[src/rtl/cal_div_multi_pkg.sv]
// Shared definitions for the multi-channel calibration tone divider.
package cal_div_multi_pkg;

  typedef enum logic [1:0] {
    ST_IDLE = 2'd0,
    ST_RUN  = 2'd1,
    ST_DONE = 2'd2
  } state_t;

  localparam int NCH_DEF = 4;
  localparam int CW_DEF  = 16;
  localparam int BW_DEF  = 8;

endpackage

[src/rtl/cal_div_chan.sv]
// One divider channel: half-period counter, square-wave toggle, burst period counter.
module cal_div_chan #(
  parameter int CW = 16,
  parameter int BW = 8
) (
  input  logic          clk_dds,
  input  logic          rst_n,
  input  logic          run,
  input  logic          load,
  input  logic [CW-1:0] h,
  input  logic [BW-1:0] burst,
  output logic          cal,
  output logic          fin
);

  logic [CW-1:0] cnt;
  logic [BW-1:0] pcnt;

  always_ff @(posedge clk_dds) begin
    if (!rst_n || load || !run) begin
      cnt  <= CW'(1);
      cal  <= 1'b0;
      pcnt <= '0;
      fin  <= 1'b0;
    end else if (!fin) begin
      if (cnt == h) begin
        cnt <= CW'(1);
        cal <= ~cal;
        // a falling toggle closes one full period; pcnt never passes burst
        if (cal && (burst != '0)) begin
          pcnt <= pcnt + 1'b1;
          if ((pcnt + 1'b1) == burst)
            fin <= 1'b1;
        end
      end else begin
        cnt <= cnt + 1'b1;
      end
    end
  end

endmodule

[src/rtl/cal_div_multi.sv]
// Multi-channel programmable divider for NMR calibration tones with burst mode.
// Settings are captured on the IDLE->RUN/DONE transition and held for the whole run.
module cal_div_multi
  import cal_div_multi_pkg::*;
#(
  parameter int NCH = NCH_DEF,
  parameter int CW  = CW_DEF,
  parameter int BW  = BW_DEF
) (
  input  logic              clk_dds,
  input  logic              rst_n,
  input  logic              cal_start,
  input  logic [NCH*CW-1:0] cal_para,
  input  logic [BW-1:0]     burst_len,
  input  logic [NCH-1:0]    ch_en,
  output logic [NCH-1:0]    cal,
  output logic              busy,
  output logic              done,
  output logic              para_err
);

  // state   | meaning
  // IDLE    | outputs low, waiting for cal_start
  // RUN     | active channels dividing
  // DONE    | burst complete, waiting for cal_start to drop

  state_t            state, state_nxt;
  logic [NCH*CW-1:0] para_sh;
  logic [BW-1:0]     burst_sh;
  logic [NCH-1:0]    active_sh, active_now, zero_now, fin, run;
  logic              load, done_nxt, all_fin;

  for (genvar i = 0; i < NCH; i++) begin : g_ch
    assign zero_now[i] = (cal_para[i*CW +: CW] == '0);
    assign run[i]      = (state == ST_RUN) && cal_start && active_sh[i];

    cal_div_chan #(.CW(CW), .BW(BW)) u_chan (
      .clk_dds (clk_dds),
      .rst_n   (rst_n),
      .run     (run[i]),
      .load    (load),
      .h       (para_sh[i*CW +: CW]),
      .burst   (burst_sh),
      .cal     (cal[i]),
      .fin     (fin[i])
    );
  end

  assign active_now = ch_en & ~zero_now;
  assign all_fin    = &(fin | ~active_sh);
  assign busy       = (state == ST_RUN);

  always_comb begin
    state_nxt = state;
    load      = 1'b0;
    done_nxt  = 1'b0;
    case (state)
      ST_IDLE: begin
        if (cal_start) begin
          load = 1'b1;
          if (active_now == '0) begin
            state_nxt = ST_DONE;
            done_nxt  = 1'b1;
          end else begin
            state_nxt = ST_RUN;
          end
        end
      end
      ST_RUN: begin
        // abort takes priority over a coincident burst completion
        if (!cal_start) begin
          state_nxt = ST_IDLE;
        end else if ((burst_sh != '0) && all_fin) begin
          state_nxt = ST_DONE;
          done_nxt  = 1'b1;
        end
      end
      ST_DONE: begin
        if (!cal_start)
          state_nxt = ST_IDLE;
      end
      default: state_nxt = ST_IDLE;
    endcase
  end

  always_ff @(posedge clk_dds) begin
    if (!rst_n) begin
      state     <= ST_IDLE;
      done      <= 1'b0;
      para_err  <= 1'b0;
      para_sh   <= '0;
      burst_sh  <= '0;
      active_sh <= '0;
    end else begin
      state <= state_nxt;
      done  <= done_nxt;
      if (load) begin
        para_sh   <= cal_para;
        burst_sh  <= burst_len;
        active_sh <= active_now;
        para_err  <= |(ch_en & zero_now);
      end
    end
  end

endmodule

[config.mk]
export PLATFORM = sky130hd
export DESIGN_NAME = cal_div_multi
export DESIGN_NICKNAME = d
export VERILOG_FILES = /design/src/rtl/cal_div_multi_pkg.sv /design/src/rtl/cal_div_chan.sv /design/src/rtl/cal_div_multi.sv
export SDC_FILE = /design/constraint.sdc
export NUM_CORES = 1
export LEC_CHECK = 0
export BUFFER_PORTS_ARGS = -buffer_cell sky130_fd_sc_hd__buf_2
export CAP_MARGIN = 20
export CORE_ASPECT_RATIO = 0.5
export CORE_MARGIN = 2
export CORE_UTILIZATION = 42
export CTS_CLUSTER_SIZE = 20
export DETAILED_ROUTE_END_ITERATION = 10
export HOLD_SLACK_MARGIN = 0.05
export PLACE_DENSITY = 0.62
export SLEW_MARGIN = 30
export SYNTH_ARGS = -nofsm -noshare
export SYNTH_HDL_FRONTEND = slang
export SYNTH_SLANG_ARGS = --single-unit
[constraint.sdc]
create_clock -name clk_dds -period 4.7 [get_ports clk_dds]
set_clock_uncertainty 0.05 [all_clocks]
set_input_delay 0.235 -clock clk_dds [delete_from_list [all_inputs] [get_ports clk_dds]]
set_output_delay 0.235 -clock clk_dds [all_outputs]
set_load 0.005 [all_outputs]
-- Yosys cells after proc, flatten, opt, wreduce, memory -nomap -nowiden
Cells that the tools add are included.
- output and inout port bits: 7
- input port bits: 79
- flip-flop bits (word level): 184
- logic and storage cells: 127
- add/subtract/negate cells: 8
- multiplexer cells: 33
- bitwise operators: 13
- reduce and logical (&&, ||, !) cells: 38
- eq/ne operators: 13
- operator list (operator ; number):
    $add 16x1->16 const B ; 4
    $eq 16x16->1 ; 4
    $logic_not 16->1 ; 4
    $mux 16 ; 4
    $add 8x1->8 const B ; 4
    $eq 8x8->1 ; 4
    $mux 1 ; 22
    $reduce_and 3->1 ; 5
    $logic_and 1x1->1 ; 10
    $mux 2 ; 5
    $and 4x4->4 ; 2
    $not 1->1 ; 8
    $not 4->4 ; 2
    $reduce_and 2->1 ; 4
    $reduce_bool 8->1 ; 1
    $pmux 2 s3 ; 1
    $logic_not 1->1 ; 5
    $logic_or 1x1->1 ; 5
    $logic_not 4->1 ; 1
    $ne 2x2->1 const B ; 2
    $or 4x4->4 ; 1
    $reduce_and 4->1 ; 1
    $reduce_or 4->1 ; 1
    $ne 3x2->1 const B ; 1
    4 further kinds ; 4

-- Depth between registers and ports, before layout
- depth after elaboration: 7
- depth in mapped cells: 8
- mapped depth without buffers: 7

-- Modules after synthesis
A second synthesis with hierarchy kept.
- cell total of the unflattened synthesis: 1161
- area, all modules: 9868.2 sq um
- modules (own cells, without submodules) (module ; area each (sq um) ; cells an instance ; instances ; sequential area each (sq um)):
    cal_div_chan ; 1660.3 ; 192 ; 4 ; 520.5
    cal_div_multi ; 3226.8 ; 393 ; 1 ; 1601.5

-- Least setup slack after synthesis
Ideal clock, no wire load.
- path kind: register to register
- start point: reg g_ch[2].u_chan.cnt[0]
- end point: reg g_ch[2].u_chan.cnt[13]
- cell stages (with the launch flop): 9
- data arrival time: 1.656 ns
- setup time: 0.115 ns
- path buffers: 2
- setup slack: 2.879 ns
- data required time: 4.535 ns
- clock period less this slack: 1.821 ns
- cells stage by stage: dfxtp_1 > xor2_1 > nor4_2 > nand4_4 > nor2_1 > or2_1 > buf_2 > buf_6 > nor2_1
- word-level cells in the longest chain between the ends: 2
- elaborated cells on any way between the ends: 3
- classes of those cells: 1 x add/sub; 1 x eq/ne; 1 x mux
- RTL lines (element ; line ; RTL):
    start, declared ; cal_div_chan.sv:16 ; logic [CW-1:0] cnt;
    start signal, assigned ; cal_div_chan.sv:36 ; cnt <= cnt + 1'b1;
    $add 16x1->16 / $eq 16x16->1 (equally long branches) ; cal_div_chan.sv:36, cal_div_chan.sv:26 ;
    $mux 16 (*) ; cal_div_chan.sv:26 ; if (cnt == h) begin
Mark *: on every way between the ends. The rest lies on a longest branch, timed or not.
A chain may end at the register's enable or synchronous reset.

-- Worst setup path after layout
- start point: reg burst_sh[2]
- end point: reg g_ch[0].u_chan.fin
- word-level cells in the longest chain between the ends: 5
- elaborated cells on any way between the ends: 7
- classes of those cells: 1 x eq/ne; 4 x mux; 2 x reduce/logical
- RTL lines (element ; line ; RTL):
    start, declared ; cal_div_multi.sv:29 ; logic [BW-1:0] burst_sh;
    start signal, assigned ; cal_div_multi.sv:99 ; burst_sh <= burst_len;
    $eq 8x8->1 / $reduce_bool 8->1 (equally long branches) ; cal_div_chan.sv:32, cal_div_chan.sv:30 ;
    $mux 1 / $logic_and 1x1->1 (equally long branches) ; cal_div_chan.sv:32, cal_div_chan.sv:30 ;
    $mux 1 (*) ; cal_div_chan.sv:30 ; if (cal && (burst != '0)) begin
    $mux 1 (*) ; cal_div_chan.sv:26 ;
    $mux 1 (*) ; cal_div_chan.sv:25 ; end else if (!fin) begin
    end signal, assigned ; cal_div_chan.sv:24 ; fin <= 1'b0;
    end signal, assigned ; cal_div_chan.sv:33 ; fin <= 1'b1;
    end, declared ; cal_div_chan.sv:13 ; output logic fin
Marks and branches as above.

==> out/metrics.cfg <==
[cells_and_area]
diodes = 0
syn_to_final_growth_pct = 20.1
final_util_pct = 52.0
final_cells = 1546
final_layout_size_suffix_gt1_share_pct = 13.2
fin_nets = 1320

[power]
peakVddDrop_uv = 205
power.leakage_nw = 4.24
power_density_nw_per_um2 = 302

[timing]
layout_min_cycle_time_ns = 2.30
rsz0062_at_grt = false
relSlewSlack_pct = 45.6
finalMaxSlewViolations = 0
fin_hold_ws_ns = 0.130
hold_viol = 0
setup-violations-final = 0
worst-slew-pin-transition_ns = 0.815
period_share_pct = 49.0
tns_ns = 0
fmax_ghz = 0.434

[die]
floorplan.initialDensity_pct = 43.3
io_pins = 86
die-area_um2 = 23900
std_cell_rows = 38
die_w_um = 217
core_area_um2 = 21900
fp.dieH_um = 110

[synthesis]
yosysSeqAreaShare_pct = 38.8
ys_types = 60
synth_area_leaders = dfxtp_1 (39%), xor2_1 (10%), nand2_1 (8.1%)
synth_fa_ha_area_share_pct = 1.05
ys_ff_latch = 184
synth.avg_cell_area_um2 = 8.58
synth_compound_area_share_pct = 9.39
async_flop_share_pct = 0
yosys_warnings = 0
syn_area_um2 = 9490
synth_nets = 1193
synthMuxAreaShare_pct = 0.949
synth_top_family_by_area = simple AND/OR/NAND/NOR gates
synth.most_common_cell = nand2_1
synth_edf_count = 0
synthXorXnorAreaFrac_pct = 17.5
synthDominantCellAreaShare_pct = 38.8
ys.flop_type = dfxtp_1
synthSimpleGateAreaFrac_pct = 28.8
synth_top_cell_by_area = dfxtp_1
synthTopCellsByCount = nand2_1 (206), dfxtp_1 (184), nor2_1 (115)
netlist_instances = 1106

[critical_path]
criticalPathCategory = reg -> reg
path_max_fanout = 13
r2r_end = g_ch[0].u_chan.fin$_SDFF_PP0_
reg2reg_from = burst_sh[2]$_SDFFE_PN0P_
cp-endpoint = g_ch[0].u_chan.fin$_SDFF_PP0_
cp.required_ns = 5.04
cp.arrival_ns = 2.64
ff2ff_setup_slack_ns = 2.40
worstRegToRegCells = 6
crit_path_end_kind = flop
setup.worst_path.start = burst_sh[2]$_SDFFE_PN0P_
cp-start-kind = flop

[detailed_routing]
num_vias = 7784
vias_per_cell = 5.03
routed_wl_mm = 22.7
drt-pass1-iter-count = 5
ant_nets = 0
drcViolationCount = 0
drt_iter0_drc = 503
routedWlPerCell_um = 14.7

[place]
port_buffers = 85
dp_hpwl_mm = 16.0
gp_congestion = 0.852
dp_cells = 1441

[run]
maxCapViolCount = 0

[min_path]
hold_path_class = in -> reg

[clocking]
tritoncts = done
h-tree-depth = 4
cts_root_buffer = clkbuf_16
ctsLongestPathBuffers = 2
insertion_delay_ns = 0.45
numCtsBuffers = 17
numClockSinks = 184
cts.clk_slew.worst_paths_ns = 0.07
cts_setup_buffers = 0

[grt]
grt_usage_pct = 19.8
antenna_found_initial = 0
grt_pass1_vias = 7651
grt-ovfl-total = 0
grt_max_degree = 80
grt_pass1_wl_mm = 37.6

[status]
run_status = finished, final reports clean

worst min-delay path by stage:
stage | cells after the start | end | start
final | 4 | state[1]$_SDFFE_PN0P_ | ch_en[1]
after global routing | 4 | state[1]$_SDFFE_PN0P_ | ch_en[1]
after CTS | 4 | state[1]$_SDFFE_PN0P_ | ch_en[1]
after detailed placement | 2 | para_sh[17]$_SDFFE_PN0P_ | para_sh[17]$_SDFFE_PN0P_
after global placement | 2 | para_sh[40]$_SDFFE_PN0P_ | para_sh[40]$_SDFFE_PN0P_
after floorplan | 2 | para_sh[57]$_SDFFE_PN0P_ | cal_para[57]
worst max-delay path, cell delays in order (launching register included):
cell     delay (ns)
dfxtp_1        0.65
nor4_1         0.10
nand2_1        0.30
nand2_1        0.24
or4_1          0.54
nor4_1         0.20
a22o_1         0.16
area by class of cell:
cell class | count | area, um^2
clock buffer | 22 | 464
sequential | 184 | 3680
multi-input combinational | 848 | 5490
inverter | 20 | 75.1
fill | 2024 | 10500
clock inverter | 10 | 120
tap | 300 | 375
timing repair buffer | 162 | 1190
report_power, final:
group | switching [mW] | leakage [nW] | total (mW) | internal (mW)
registers | 0.0520 | 1.49 | 1.66 | 1.61
clock network | 0.624 | 0.281 | 1.44 | 0.813
logic | 0.178 | 2.47 | 0.347 | 0.169
total | 0.854 | 4.24 | 3.44 | 2.59
cell usage in the layout, fill, tap and decap left out, drive strengths merged, types with 3 or more instances in the layout:
cell type / count
o21ai: 20
buf: 89
a21boi: 72
nor4: 57
and4: 6
dfxtp: 184
o211ai: 3
nor2: 115
clkbuf: 22
nand3: 37
nand4: 22
and2: 10
ha: 8
xor2: 111
o22ai: 5
xnor2: 79
nor4b: 3
or3: 3
and3: 10
nand2b: 11
a21oi: 7
dlygate4sd3: 73
nor2b: 7
nor3: 18
clkinv: 5
inv: 21
nand2: 207
mux2i: 9
flip-flops by register name, summed over array words and instances, names as in the netlist:
| name | cells |
|---|---|
| g_ch.u_chan.cal | 4 |
| burst_sh | 8 |
| para_err | 1 |
| active_sh | 4 |
| g_ch.u_chan.fin | 4 |
| done | 1 |
| g_ch.u_chan.cnt | 64 |
| state | 2 |
| para_sh | 64 |
| g_ch.u_chan.pcnt | 32 |
cell families after synthesis:
family,after synthesis
AND/OR/NAND/NOR,516
AO/OA/AOI/OAI,125
adder cells (fa/ha/maj),8
XOR/XNOR,190
flip-flops,184
buffers and inverters,74
multiplexers,9
per-layer routing:
metal,wire length (um),global-route usage (%),part of all wire [%],vias up
li1,-,-,-,3988
met1,11100,25.3,49,3604
met2,10300,33.9,46,154
met3,800,3.68,3.5,38
met4,465,7.63,2.1,0
met5,0,0,0,-
timing repair:
action,in CTS,in global routing
hold buffers,73,0
resized for setup,0,0
endpoints found under the hold margin,74,0
per-stage QoR:
step	area [um^2]	power (mW)	worst slack, ns
3_3_place_gp	10100	1.99	2.48
3_5_place_dp	10100	2.00	2.43
2_1_floorplan	9490	1.89	2.88
6_report	11400	3.44	2.40
5_1_grt	11400	3.58	2.20
4_1_cts	11400	3.48	2.41
Power figures use the tool's default switching activity.
